`config.mk`:
```
export PLATFORM = sky130hd
export DESIGN_NAME = var_bw_mul_acc
export DESIGN_NICKNAME = d
export VERILOG_FILES = /design/src/rtl/var_bw_mul_acc.sv
export SDC_FILE = /design/constraint.sdc
export NUM_CORES = 1
export LEC_CHECK = 0
export CAP_MARGIN = 20
export CORE_AREA = 2 2 94 115
export CTS_BUF_LIST = sky130_fd_sc_hd__clkbuf_8
export DETAILED_ROUTE_END_ITERATION = 10
export DIE_AREA = 0 0 96 117
export GPL_TIMING_DRIVEN = 0
export HOLD_SLACK_MARGIN = 0.15
export PLACE_DENSITY_LB_ADDON = 0.2
export SLEW_MARGIN = 20
export SYNTH_ARGS = -nofsm -noshare
export SYNTH_HDL_FRONTEND = slang
export SYNTH_SLANG_ARGS = --single-unit
```
`constraint.sdc`:
```
create_clock -name clk -period 8.3 [get_ports clk]
set_clock_uncertainty 0.15 [all_clocks]
set_input_delay 1.66 -clock clk [delete_from_list [all_inputs] [get_ports clk]]
set_output_delay 1.66 -clock clk [all_outputs]
set_load 0.01 [all_outputs]
```
`src/rtl/var_bw_mul_acc.sv`:
```
// Accumulator behind a variable bit-width multiplier: sums len products either as
// one 40-bit total or as two independent 20-bit lane totals, with a sticky overflow flag.
module var_bw_mul_acc #(
    parameter int LEN_W = 8
) (
    input  logic             clk,
    input  logic             rst,
    input  logic             start,
    input  logic [LEN_W-1:0] len,
    input  logic             para_mode,
    input  logic             in_valid,
    output logic             in_ready,
    input  logic [31:0]      p,
    output logic             out_valid,
    input  logic             out_ready,
    output logic [39:0]      acc,
    output logic             ovf,
    output logic             busy
);

    typedef enum logic [1:0] {
        IDLE = 2'd0,
        ACC  = 2'd1,
        DONE = 2'd2
    } state_e;

    state_e           state_q;
    logic [LEN_W-1:0] cnt_q;
    logic             mode_q;
    logic [39:0]      acc_q, acc_d;
    logic             ovf_q, ovf_d;
    logic             in_ready_q, out_valid_q, busy_q;
    logic [40:0]      full_sum;
    logic [20:0]      lo_sum, hi_sum;
    logic             beat;

    assign beat = in_valid && in_ready_q;

    // Bit 40 / bit 20 of each sum is the carry out that feeds the overflow flag.
    // NOTE: every branch assigns acc_d and ovf_d, so this block stays purely combinational.
    always_comb begin
        full_sum = {1'b0, acc_q} + {9'd0, p};
        lo_sum   = {1'b0, acc_q[19:0]}  + {5'd0, p[15:0]};
        hi_sum   = {1'b0, acc_q[39:20]} + {5'd0, p[31:16]};
        if (mode_q) begin
            acc_d = {hi_sum[19:0], lo_sum[19:0]};
            ovf_d = ovf_q | hi_sum[20] | lo_sum[20];
        end else begin
            acc_d = full_sum[39:0];
            ovf_d = ovf_q | full_sum[40];
        end
    end

    // NOTE: sequential state uses non-blocking assignments so every flop samples pre-edge values.
    always_ff @(posedge clk or posedge rst) begin
        if (rst) begin
            state_q     <= IDLE;
            cnt_q       <= '0;
            mode_q      <= 1'b0;
            acc_q       <= '0;
            ovf_q       <= 1'b0;
            in_ready_q  <= 1'b0;
            out_valid_q <= 1'b0;
            busy_q      <= 1'b0;
        end else begin
            case (state_q)
                IDLE: begin
                    if (start) begin
                        mode_q <= para_mode;
                        cnt_q  <= len;
                        acc_q  <= '0;
                        ovf_q  <= 1'b0;
                        busy_q <= 1'b1;
                        if (len != '0) begin
                            state_q    <= ACC;
                            in_ready_q <= 1'b1;
                        end else begin
                            state_q     <= DONE;
                            out_valid_q <= 1'b1;
                        end
                    end
                end
                ACC: begin
                    if (beat) begin
                        acc_q <= acc_d;
                        ovf_q <= ovf_d;
                        cnt_q <= cnt_q - 1'b1;
                        if (cnt_q == LEN_W'(1)) begin
                            state_q     <= DONE;
                            in_ready_q  <= 1'b0;
                            out_valid_q <= 1'b1;
                        end
                    end
                end
                DONE: begin
                    // start is deliberately not looked at here, even on the handshake cycle
                    if (out_ready) begin
                        state_q     <= IDLE;
                        out_valid_q <= 1'b0;
                        busy_q      <= 1'b0;
                    end
                end
                default: begin
                    state_q     <= IDLE;
                    in_ready_q  <= 1'b0;
                    out_valid_q <= 1'b0;
                    busy_q      <= 1'b0;
                end
            endcase
        end
    end

    assign in_ready  = in_ready_q;
    assign out_valid = out_valid_q;
    assign busy      = busy_q;
    assign acc       = acc_q;
    assign ovf       = ovf_q;

endmodule

```
Word-level counts from Yosys, hierarchy flattened
Cells that the tools add are included.
{"block": "op_classes", "n_shift": 0, "magnitude_cmp": 0, "muxes": 30, "n_reduce_logical": 10, "n_div": 0, "eq_ne": 9, "n_addsub": 4, "bitwise_logic": 5, "mul": 0}
{"cell": "two-way mux 40 bit", "n": 3}
{"cell": "one-hot mux 40 bit (2 select lines)", "n": 1}
{"cell": "adder 20 x 16 -> 21 bit", "n": 2}
{"cell": "adder 40 x 32 -> 41 bit", "n": 1}
{"cell": "two-way mux 8 bit", "n": 2}
{"cell": "one-hot mux 8 bit (2 select lines)", "n": 1}
{"cell": "two-way mux 1 bit", "n": 13}
{"cell": "!= test 2 bit (second input constant)", "n": 6}
{"cell": "two-way mux 2 bit", "n": 5}
{"cell": "AND reduction 5 bit", "n": 2}
{"cell": "one-hot mux 1 bit (3 select lines)", "n": 3}
{"cell": "equality test 8 x 1 -> 1 bit (second input constant)", "n": 1}
{"cell": "nonzero test 8 bit", "n": 1}
{"cell": "subtractor 8 x 1 -> 8 bit (second input constant)", "n": 1}
{"cell": "one-hot mux 2 bit (3 select lines)", "n": 1}
{"cell": "AND reduction 3 bit", "n": 2}
{"cell": "AND reduction 4 bit", "n": 1}
{"cell": "bitwise OR 1 bit", "n": 3}
{"cell": "equality test 2 x 1 -> 1 bit (second input constant)", "n": 1}
{"cell": "equality test 2 bit (second input constant)", "n": 1}
{"cell": "logical NOT 2 bit", "n": 1}
{"cell": "NOT 1 bit", "n": 2}
{"cell": "one-hot mux 1 bit (2 select lines)", "n": 1}
{"cell": "AND reduction 2 bit", "n": 1}
{"cell": "2 further kinds", "n": 2}
{"block": "word_totals", "input_bits": 46, "mem_bits_rw": 0, "romBits": 0, "memories": 0, "reg_bits": 55, "latchBits": 0}

Logic depth before layout (Yosys ltp)
Gate-level depths: netlist (run 1).
{"block": "depth", "word_depth": 6, "ltp_mapped": 12}

Least setup slack after synthesis (run 1)
Ideal clock, no wire load.
{"block": "synth_path", "kind": "input -> register", "startpoint": "input p[0]", "endpoint": "register acc_q[26], in the netlist acc[26]", "setup_slack_ns": 4.280, "cell_stages": 11, "required_time_ns": 8.007, "setup_ns": 0.143, "t_arrival_ns": 3.727, "cell_sequence": "ha_1 > fa_1 > a21oi_1 > o22ai_1 > o21ai_1 > o31ai_1 > nor2_1 > o21bai_1 > a221oi_1 > xor2_1 > a22oi_1"}
{"block": "synth_via", "elab_chain_cells": 4}
{"element": "from (decl)", "line_no": "13", "rtl": "input logic [31:0] p,"}
{"element": "adder 40 x 32 -> 41 bit", "line_no": "42", "rtl": "full_sum = {1'b0, acc_q} + {9'd0, p};"}
{"element": "two-way mux 40 bit", "line_no": "45", "rtl": "if (mode_q) begin"}
{"element": "two-way mux 40 bit", "line_no": "84", "rtl": "if (beat) begin"}
{"element": "one-hot mux 40 bit (2 select lines)", "line_no": "66", "rtl": "case (state_q)"}
{"element": "to (signal assigned)", "line_no": "60", "rtl": "acc_q <= '0;"}
{"element": "to (signal assigned)", "line_no": "71", "rtl": "acc_q <= '0;"}
{"element": "to (signal assigned)", "line_no": "85", "rtl": "acc_q <= acc_d;"}
{"element": "to (decl)", "line_no": "30", "rtl": "logic [39:0] acc_q, acc_d;"}
Every way passes these cells. The select of a mux whose other input is x is not followed.
A chain may end at the register's enable or synchronous reset.

Worst setup path after layout (run 1)
Same ends and word-level chain as after synthesis.

==> metrics.csv, run 1 <==
stage,metric,value,unit
sta,setup TNS,0,ns
setup_path,kind of critical path,in -> reg,
logic_synthesis,"EDFF count, synth",0,
placement,Placed Area,0.00605,mm^2
floorplanning,Die X,96,um
floorplanning,Ports,90,
sta,final worst slack,3.53,ns
logic_synthesis,Mapped Area,0.00497,mm^2
flow_run,max cap viols,0,
placement,dpl ws,3.21,ns
logic_synthesis,Seq cells post-synth,55,
final_layout,post-route cell area,0.00613,mm^2
logic_synthesis,synth unique cells,60,
sta,Rel. slew slack,0.452,
final_layout,fin cells,836,
drt,drt pass-1 iters,5,
setup_path,Worst setup EP type,flop,
placement,DP HPWL,10.7,mm
drt,drt wl/cell,16.8,um
setup_path,crit-path max FO,4,
global_route,Total GRT Usage,0.256,
clock_network,clock root cell,clkbuf_8,
drt,vias post-DR,5007,
floorplanning,Initial Util,0.486,
sta,"Slew Viols, Final",0,
logic_synthesis,"Seq/Total Area, Yosys",0.277,
pwr,PD cells,313,mW/mm^2
final_layout,n_diodes,0,
drt,Remaining DRCs,0,
logic_synthesis,Synth Instances,609,
placement,Placed Cells incl. Taps,828,
outcome,status,"complete, no violations",
sta,final setup violation count,0,
setup_path,Worst Path Required,8.32,ns
global_route,initial antenna violation count,0,
logic_synthesis,Avg Inst Size Synth,8.15,um^2
final_layout,FF+latch area,0.00138,mm^2
floorplanning,die area,0.0112,mm^2
sta,clock period minus worst slack,4.77,ns
pwr,Power Total,1.92,mW
sta,Hold WS,0.371,ns
clock_network,worst skew pair latency,0.33,ns
global_route,largest net degree at the start of global routing,56,
drt,drt total wl,14.0,mm
clock_network,CTS tree,built,
logic_synthesis,Yosys warning total,0,
final_layout,Area Growth Syn to Fin,23.5,%
clock_network,# hold bufs at CTS,0,
drt,final antenna-violating net count,0,
logic_synthesis,ys flop type,dfrtp_1,
global_route,vias in the first global route,4795,
clock_network,Clock transition at path regs,0.11,ns
logic_synthesis,ys async rst share,1.00,
final_layout,FILL cells,952,
final_layout,Final #Nets,804,
setup_path,Worst EP arrival,4.80,ns
final_layout,"most common cell after layout, fill and taps aside",clkdlybuf4s50_1,
clock_network,Post-CTS Setup Repair Bufs,0,
final_layout,layout cell share with drive strength beyond 1,0.0297,
pwr,Pleak,2.70,nW
floorplanning,die height,117,um
logic_synthesis,Syn Nets,707,
clock_network,CTS HTree Levels,2,
pwr,VDD IR max,0.130,mV
sta,Least-Margin Pin Slew,0.812,ns
placement,Final Wtd Congestion,0.897,
sta,"Hold Vio Cnt, Final",0,
clock_network,clock sinks,55,
clock_network,Bufs on Longest Clock Path,2,
floorplanning,FP Rows,41,
worst_hold_path,worst hold path class,reg -> reg,
floorplanning,CORE AREA,0.0102,mm^2
sta,fmax,210,MHz
global_route,global-route wire length before repair,22.7,mm
placement,port bufs,89,
clock_network,CTS Buf Count,5,
clock_network,Post-CTS Resized,0,
global_route,grt total ovfl,0,
setup_path,startpoint type of the worst setup path,primary input,
final_layout,area of the multi-input gates,0.00343,mm^2
drt,Via density,5.99,
sta,RSZ-0062 raised after global routing,no,
drt,drt first-iter violations,305,
final_layout,most frequent cells in the layout,"clkdlybuf4s50_1, nand2_1, a21oi_1",
final_layout,"Core Util, Final",0.601,
sta,Final period util,0.575,
==> final cells by class <==
| class | count | area share |
|---|---|---|
| repair buffers | 90 | 0.150 |
| plain buffers | 17 | 0.0108 |
| flip-flops and latches | 55 | 0.224 |
| well taps | 129 | 0.0263 |
| inverters | 24 | 0.0151 |
| clock buffers | 5 | 0.0112 |
| multi-input cells | 513 | 0.560 |
| clock inverters | 3 | 0.00265 |
==> path summary, 6_finish.rpt <==
kind / start / to / slack, ns / cells past startpoint
max reg2reg: acc[0] / acc[26] / 4.87 / 11
min reg2reg: cnt_q[7] / cnt_q[7] / 0.37 / 2
max: p[0] / acc[26] / 3.53 / 12
min: cnt_q[7] / cnt_q[7] / 0.37 / 2
min in group asynchronous: rst / acc[0] / 1.59 / 3
max in group asynchronous: rst / acc[22] / 6.17 / 3
==> report_power, final <==
part / leakage, nW / switching, mW / internal, mW / total (mW)
Combinational: 1.92 / 0.704 / 0.572 / 1.28
Sequential: 0.730 / 0.124 / 0.363 / 0.487
Clock: 0.0453 / 0.0968 / 0.0582 / 0.155
==> worst max-delay path, stage by stage <==
cell and delay, ns:
clkdlybuf4s50_1 0.44, ha_1 0.24, fa_1 0.42, a21oi_1 0.21, o22ai_1 0.12, o21ai_1 0.39, o31ai_1 0.15, nor2_1 0.20
o21bai_1 0.13, a221oi_1 0.55, xor2_1 0.20, a22oi_1 0.08
==> cell families after synthesis <==
| logic type | share of synthesized area |
|---|---|
| buffers and inverters | 0.0315 |
| AO/OA/AOI/OAI | 0.281 |
| multiplexers | 0.0103 |
| AND/OR/NAND/NOR | 0.190 |
| XOR/XNOR | 0.0758 |
| flip-flops | 0.277 |
| adder cells (fa/ha/maj) | 0.134 |
==> registers in the layout, indices dropped and copies added (netlist names) <==
register   cells
acc           40
ovf            1
busy           1
mode_q         1
state_q        2
cnt_q          8
in_ready       1
out_valid      1
==> per-layer routing <==
metal / GRT usage / vias up / part of all wire
met2: 0.465 / 146 / 0.52
met3: 0.0352 / 23 / 0.037
met5: 0 / - / 0
met1: 0.306 / 2384 / 0.43
met4: 0.0857 / 0 / 0.019
li1: - / 2454 / -
==> cell usage after synthesis, types with 9 or more instances <==
cell type / instances / area share
a21o_1: 18 / 0.027
a21oi_1: 61 / 0.061
a22oi_1: 10 / 0.015
clkbuf_1: 15 / 0.011
dfrtp_1: 55 / 0.28
ha_1: 50 / 0.13
inv_1: 24 / 0.018
nand2_1: 72 / 0.054
nand2b_1: 10 / 0.013
nand3_1: 25 / 0.025
nand4_1: 9 / 0.011
nor2_1: 41 / 0.031
nor3_1: 10 / 0.010
o21ai_0: 55 / 0.055
xnor2_1: 23 / 0.041
xor2_1: 20 / 0.035
Note: power is estimated with default switching activity, not from simulation.
==> run 2: changes to the inputs <==
==> constraint.sdc (replaced) <==
create_clock -name clk -period 4.6 [get_ports clk]
set_clock_uncertainty 0.15 [all_clocks]
set_input_delay 0.92 -clock clk [delete_from_list [all_inputs] [get_ports clk]]
set_output_delay 0.92 -clock clk [all_outputs]
set_load 0.01 [all_outputs]
==> results of run 2 <==
Same layout as run 1 (identical final DEF). Status: complete, no violations.
Main changes from that run: setup slack after placement 3.21 ns -> 0.253 ns; setup slack after layout 3.53 ns -> 0.567 ns; register-to-register setup slack 4.87 ns -> 1.17 ns; total power 1.92 mW -> 3.46 mW; worst IR drop on VDD 0.130 mV -> 0.234 mV
==> run 3: changes to the inputs <==
--- a/config.mk
+++ b/config.mk
@@ -6,11 +6,12 @@
 export NUM_CORES = 1
 export LEC_CHECK = 0
 export CAP_MARGIN = 20
-export CORE_AREA = 2 2 94 115
+export CELL_PAD_IN_SITES_DETAIL_PLACEMENT = 1
+export CELL_PAD_IN_SITES_GLOBAL_PLACEMENT = 1
+export CORE_AREA = 2 2 104 126
 export CTS_BUF_LIST = sky130_fd_sc_hd__clkbuf_8
 export DETAILED_ROUTE_END_ITERATION = 10
-export DIE_AREA = 0 0 96 117
-export GPL_TIMING_DRIVEN = 0
+export DIE_AREA = 0 0 106 128
 export HOLD_SLACK_MARGIN = 0.15
 export PLACE_DENSITY_LB_ADDON = 0.2
 export SLEW_MARGIN = 20
==> metrics.csv, run 3 (synthesis results as in run 1) <==
stage,metric,value,unit,change
sta,RSZ-0062 raised after global routing,no,,
setup_path,Worst path max stage delay,0.51,ns,-0.04 ns
sta,clock period minus worst slack,3.93,ns,
placement,port bufs,89,,unchanged
clock_network,clock sinks,55,,unchanged
setup_path,crit-path max FO,3,,-1
outcome,status,"complete, no violations",,
pwr,PD cells,577,mW/mm^2,
clock_network,Clock transition at path regs,0.12,ns,about the same
sta,"Hold Vio Cnt, Final",0,,unchanged
sta,final setup violation count,0,,unchanged
placement,Final Wtd Congestion,0.844,,-5.9%
floorplanning,die area,0.0136,mm^2,+21%
sta,Rel. slew slack,0.424,,-0.0274
global_route,Total GRT Usage,0.242,,-0.0136
flow_run,max cap viols,0,,unchanged
setup_path,reg-to-reg startpoint,acc[0],,
setup_path,Worst setup EP type,flop,,
clock_network,Post-CTS Setup Repair Bufs,0,,unchanged
global_route,vias in the first global route,5322,,+11%
sta,Hold WS,0.352,ns,-0.0197 ns
final_layout,"most common cell after layout, fill and taps aside",clkdlybuf4s50_1,,
setup_path,crit-path cells,clkdlybuf4s50_1 > ha_1 > inv_1 > fa_1 > nand2b_1 > a211oi_1 > o41ai_1 > a211oi_1 > o21ai_0 > a31oi_1 > o21ai_0 > xor2_1 > nor2_1,,
floorplanning,Ports,90,,unchanged
final_layout,fin cells,860,,+2.9%
setup_path,R2R Setup Slk,1.28,ns,
drt,Remaining DRCs,0,,unchanged
clock_network,Post-CTS Resized,0,,unchanged
floorplanning,CORE AREA,0.0124,mm^2,+22%
clock_network,CTS Buf Count,5,,unchanged
setup_path,Worst Path Required,4.67,ns,
placement,DP HPWL,12.2,mm,+14%
setup_path,kind of critical path,in -> reg,,
floorplanning,FP Rows,45,,+9.8%
sta,fmax,255,MHz,
sta,"Slew Viols, Final",0,,unchanged
placement,Placed Cells incl. Taps,852,,+2.9%
final_layout,n_diodes,0,,unchanged
drt,Via density,5.82,,-2.9%
clock_network,worst skew pair latency,0.34,ns,about the same
drt,drt total wl,15.9,mm,+14%
final_layout,max FFs per register,40,,unchanged
floorplanning,Die X,106,um,+10%
sta,final worst slack,0.671,ns,
drt,drt pass-1 iters,4,,-1
setup_path,end of the worst register-to-register path,acc[18],,
clock_network,Bufs on Longest Clock Path,2,,unchanged
drt,vias post-DR,5001,,-0.12%
global_route,global-route wire length before repair,26.5,mm,+17%
global_route,initial antenna violation count,0,,unchanged
clock_network,clock root cell,clkbuf_8,,
final_layout,most frequent cells in the layout,"clkdlybuf4s50_1, nand2_1, a21oi_1",,
placement,Placed Area,0.00605,mm^2,about the same
drt,drt first-iter violations,163,,-47%
clock_network,CTS tree,built,,
clock_network,# hold bufs at CTS,0,,unchanged
worst_hold_path,Worst Hold Endpoint,cnt_q[7],,
pwr,VDD IR max,0.221,mV,
setup_path,Worst EP arrival,3.99,ns,
clock_network,CTS HTree Levels,2,,unchanged
worst_hold_path,hold depth,2,,unchanged
pwr,Pleak,2.69,nW,-0.23%
worst_hold_path,worst hold path class,reg -> reg,,
drt,drt wl/cell,18.5,um,+10%
floorplanning,die height,128,um,+9.4%
worst_hold_path,Worst Min Path Start,cnt_q[7],,
drt,final antenna-violating net count,0,,unchanged
global_route,grt total ovfl,0,,unchanged
sta,Final period util,0.854,,
sta,Least-Margin Pin Slew,0.862,ns,+0.0501 ns
final_layout,post-route cell area,0.00615,mm^2,+0.22%
sta,setup TNS,0,ns,unchanged
global_route,largest net degree at the start of global routing,39,,-30%
final_layout,FILL cells,1529,,+61%
final_layout,layout cell share with drive strength beyond 1,0.0388,,+0.00909
setup_path,startpoint type of the worst setup path,primary input,,
setup_path,CP max stage cell,clkdlybuf4s50_1,,
final_layout,Area Growth Syn to Fin,23.8,%,
placement,dpl ws,0.357,ns,
setup_path,Reg2Reg Depth,11,,unchanged
floorplanning,Initial Util,0.399,,-0.0874
final_layout,Final #Nets,793,,-1.4%
run 3: layout make-up:
| type | instances | area, um^2 | area share |
|---|---|---|---|
| inverters | 24 | 90.1 | 0.0147 |
| multi-input cells | 513 | 3440 | 0.559 |
| clock inverters | 3 | 27.5 | 0.00448 |
| flip-flops and latches | 55 | 1380 | 0.224 |
| repair buffers | 96 | 943 | 0.153 |
| clock buffers | 5 | 68.8 | 0.0112 |
| well taps | 164 | 205 | 0.0334 |
run 3: worst max-delay path by stage:
stage / slack, ns / end / cells past startpoint / startpoint
after floorplan: 1.32 / acc[26] / 11 / p[0]
after global placement: 0.49 / acc[36] / 13 / p[16]
after detailed placement: 0.36 / acc[36] / 13 / p[16]
after CTS: 0.65 / acc[36] / 13 / p[16]
after global routing: 0.37 / acc[36] / 13 / p[16]
final: 0.67 / acc[36] / 13 / p[16]
run 3: worst max-delay path, delay by kind of cell:
kind / cells / cell delay [ns]
xor gates and xnor gates: 1 / 0.19
AOI/OAI and AO/OA: 6 / 1.52
and+or+nand+nor: 2 / 0.24
adders and majority gates: 2 / 0.55
buffers and inverters: 2 / 0.57
run 3: stage by stage:
step                      utilization  power (mW)
final                           0.494        3.55
after global routing            0.494        3.86
after CTS                       0.494        3.56
after detailed placement        0.486        3.23
after global placement          0.486        3.16
after floorplan                     -        2.42
run 3: metal layers:
metal / vias up / track usage / share of wire
li1: 2425 / - / -
met1: 2442 / 0.285 / 0.42
met2: 109 / 0.455 / 0.53
met3: 25 / 0.0310 / 0.033
met4: 0 / 0.0728 / 0.022
met5: - / 0 / 0
run 3: power by group:
part | switching (mW) | total [mW] | internal [mW]
clock | 0.203 | 0.317 | 0.114
sequential | 0.249 | 0.903 | 0.655
combinational | 1.29 | 2.33 | 1.04
==> RTL edit: new RTL, settings of run 1 <==
The parameter `LEN_W` goes from 8 to 4.
--- a/src/rtl/var_bw_mul_acc.sv
+++ b/src/rtl/var_bw_mul_acc.sv
@@ -1,7 +1,7 @@
 // Accumulator behind a variable bit-width multiplier: sums len products either as
 // one 40-bit total or as two independent 20-bit lane totals, with a sticky overflow flag.
 module var_bw_mul_acc #(
-    parameter int LEN_W = 8
+    parameter int LEN_W = 4
 ) (
     input  logic             clk,
     input  logic             rst,
Interface: changed (resized len); port bits go from 90 to 86. The function was not compared with the original's and may differ.
==> RTL edit against run 1 <==
  * Die area did not move
  * Total power rose by 1.8%
  * Sequential cell count fell by 4
  * Via count fell by 4.4%
  * Sequential share of layout area fell by 0.95 points
  * Largest power group unchanged
  * Utilization fell by 1.9 points
  * Area after synthesis fell by 3.3%
  * Critical path depth did not move
  * Wire length fell by 5.0%
  * Worst setup slack improved by 0.0013 ns
  * Synthesized cell count fell by 2.6%
  * Design area fell by 3.2%
==> RTL edit: results (changes against run 1) <==
clock root buffer -> clkbuf_8 (unchanged)
setup violators final -> 0 (unchanged)
Largest register FFs -> 40 (unchanged)
htree depth -> 2 (unchanged)
largest net degree at the start of global routing -> 52 (was 56)
number of optimization iterations in the first detailed-route pass -> 5 (unchanged)
Post-route DRC -> 0 (unchanged)
antenna violations before repair -> 0 (unchanged)
combinational fraction of design power -> 66.8% (was 66.5%)
Post-layout nets -> 779 (was 804)
post-CTS clock slew at the launch and capture registers of the worst setup and hold paths -> 0.11 ns (about the same)
proportion of layout cells with a drive suffix above 1 -> 3.64% (was 2.97%)
count of inserted antenna diode cells -> 0 (unchanged)
number of cells after detailed placement -> 807 (was 828)
class of the tightest hold or removal check -> flop to flop (unchanged)
highest cell delay on the worst timing path -> 0.51 ns (was 0.55 ns)
mean number of vias per cell -> 5.87 (was 5.99)
IO buf count -> 85 (was 89)
share of synthesized area occupied by flip-flops and latches -> 26.6% (was 27.7%)
detailed router's first-iteration violation count -> 286 (was 305)
postcts setup bufs -> 0 (unchanged)
vias post-DR -> 4787 (was 5007)
net switching power of the design -> 0.928 mW (was 0.924 mW)
post-synth net total -> 687 (was 707)
synthesized area per cell -> 8.10 sq um (was 8.15 sq um)
crit path DAT -> 4.85 ns (was 4.80 ns)
highest-delay cell along the critical path -> o41a_1 (was a221oi_1)
proportion of synthesized flip-flops having asynchronous set or reset -> 100% (unchanged)
Pleak -> 2.64 nW (was 2.70 nW)
number of instances resized during post-cts repair -> 0 (unchanged)
post-detailed-route wirelength per cell -> 16.3 um (was 16.8 um)
actual slew at the worst max-slew pin -> 0.647 ns (was 0.812 ns)
Worst Setup Slack post-DPL -> 3.20 ns (was 3.21 ns)
Clk Latency, worst-skew pair -> 0.32 ns
peak ir drop on the vdd network -> 0.175 mV (was 0.130 mV)
Detail Placement HPWL -> 10400 um (was 10700 um)
last weighted congestion value of the routability-driven placer -> 0.933 (was 0.897)
highest net fanout along the worst path -> 5 (was 4)
largest cells by area after synthesis -> dfrtp_1, ha_1, o21ai_0 (was dfrtp_1, ha_1, a21oi_1)
outcome -> complete, no violations (unchanged)
global-route wire length before repair -> 21900 um (was 22700 um)
CTS Buf Count -> 5 (unchanged)
vias in the first global route -> 4605 (was 4795)
number of synthesis warnings -> 0 (unchanged)
number of distinct library cells after synthesis -> 62 (was 60)
placed inst area -> 5820 sq um (was 6050 sq um)
combined global-route utilization of all metal layers -> 24.7% (was 25.6%)
ranking of synthesized cells by instance count -> nand2_1, o21ai_0, a21oi_1, dfrtp_1, ha_1 (was nand2_1, a21oi_1, dfrtp_1, o21ai_0, ha_1)
reported clock group power -> 0.197 mW (was 0.155 mW)
area inside the core boundary -> 10200 sq um (unchanged)
Power Density -> 329 nW/um^2 (was 313 nW/um^2)
## RTL edit: cell types whose count changed after synthesis, sizes merged, moves of 6 or more
cell / delta
nand3: -15
inv: -11
a21oi: -9
o21ai: +9
a32oi: -6
buf: +6
nand2: -6
nor3b: -6
## RTL edit: final timing paths
check	start	to	slack, ns	depth (start not counted)
max	p[0]	acc[30]	3.53	12
min	acc[15]	acc[15]	0.37	2
max reg2reg	acc[0]	acc[30]	4.86	11
min reg2reg	acc[15]	acc[15]	0.37	2
max in group asynchronous	rst	acc[17]	5.95	2
min in group asynchronous	rst	acc[7]	1.63	2
## RTL edit: cell type report
| type | instances | area, sq um |
|---|---|---|
| Tap cell | 129 | 161 |
| Timing Repair Buffer | 85 | 851 |
| Multi-Input combinational cell | 503 | 3370 |
| Inverter | 13 | 51.3 |
| Fill cell | 961 | 4270 |
| Clock inverter | 2 | 38.8 |
| Clock buffer | 6 | 82.6 |
| Buffer | 26 | 105 |
| Sequential cell | 51 | 1280 |
## RTL edit: per-layer routing
metal	wire length [um]	vias up	share of wire, %	track usage (%)
met5	0	-	0	0
met4	392	0	2.9	8.95
met3	654	23	4.9	3.33
met2	6560	128	49	42.7
met1	5710	2248	43	31.3
li1	-	2388	-	-
## RTL edit: critical path: cells and delay by family
family / cells / cell delay [ns]
AOI/OAI and AO/OA: 7 / 1.82
xor gates and xnor gates: 1 / 0.14
and+or+nand+nor: 1 / 0.16
buffers and inverters: 1 / 0.41
adders and majority gates: 2 / 0.65
## RTL edit: cell families after synthesis
| logic type | synth area share (%) |
|---|---|
| AO/OA/AOI/OAI | 29.8 |
| multiplexers | 0.417 |
| flip-flops | 26.6 |
| buffers and inverters | 3.20 |
| XOR/XNOR | 7.66 |
| AND/OR/NAND/NOR | 18.4 |
| adder cells (fa/ha/maj) | 13.9 |
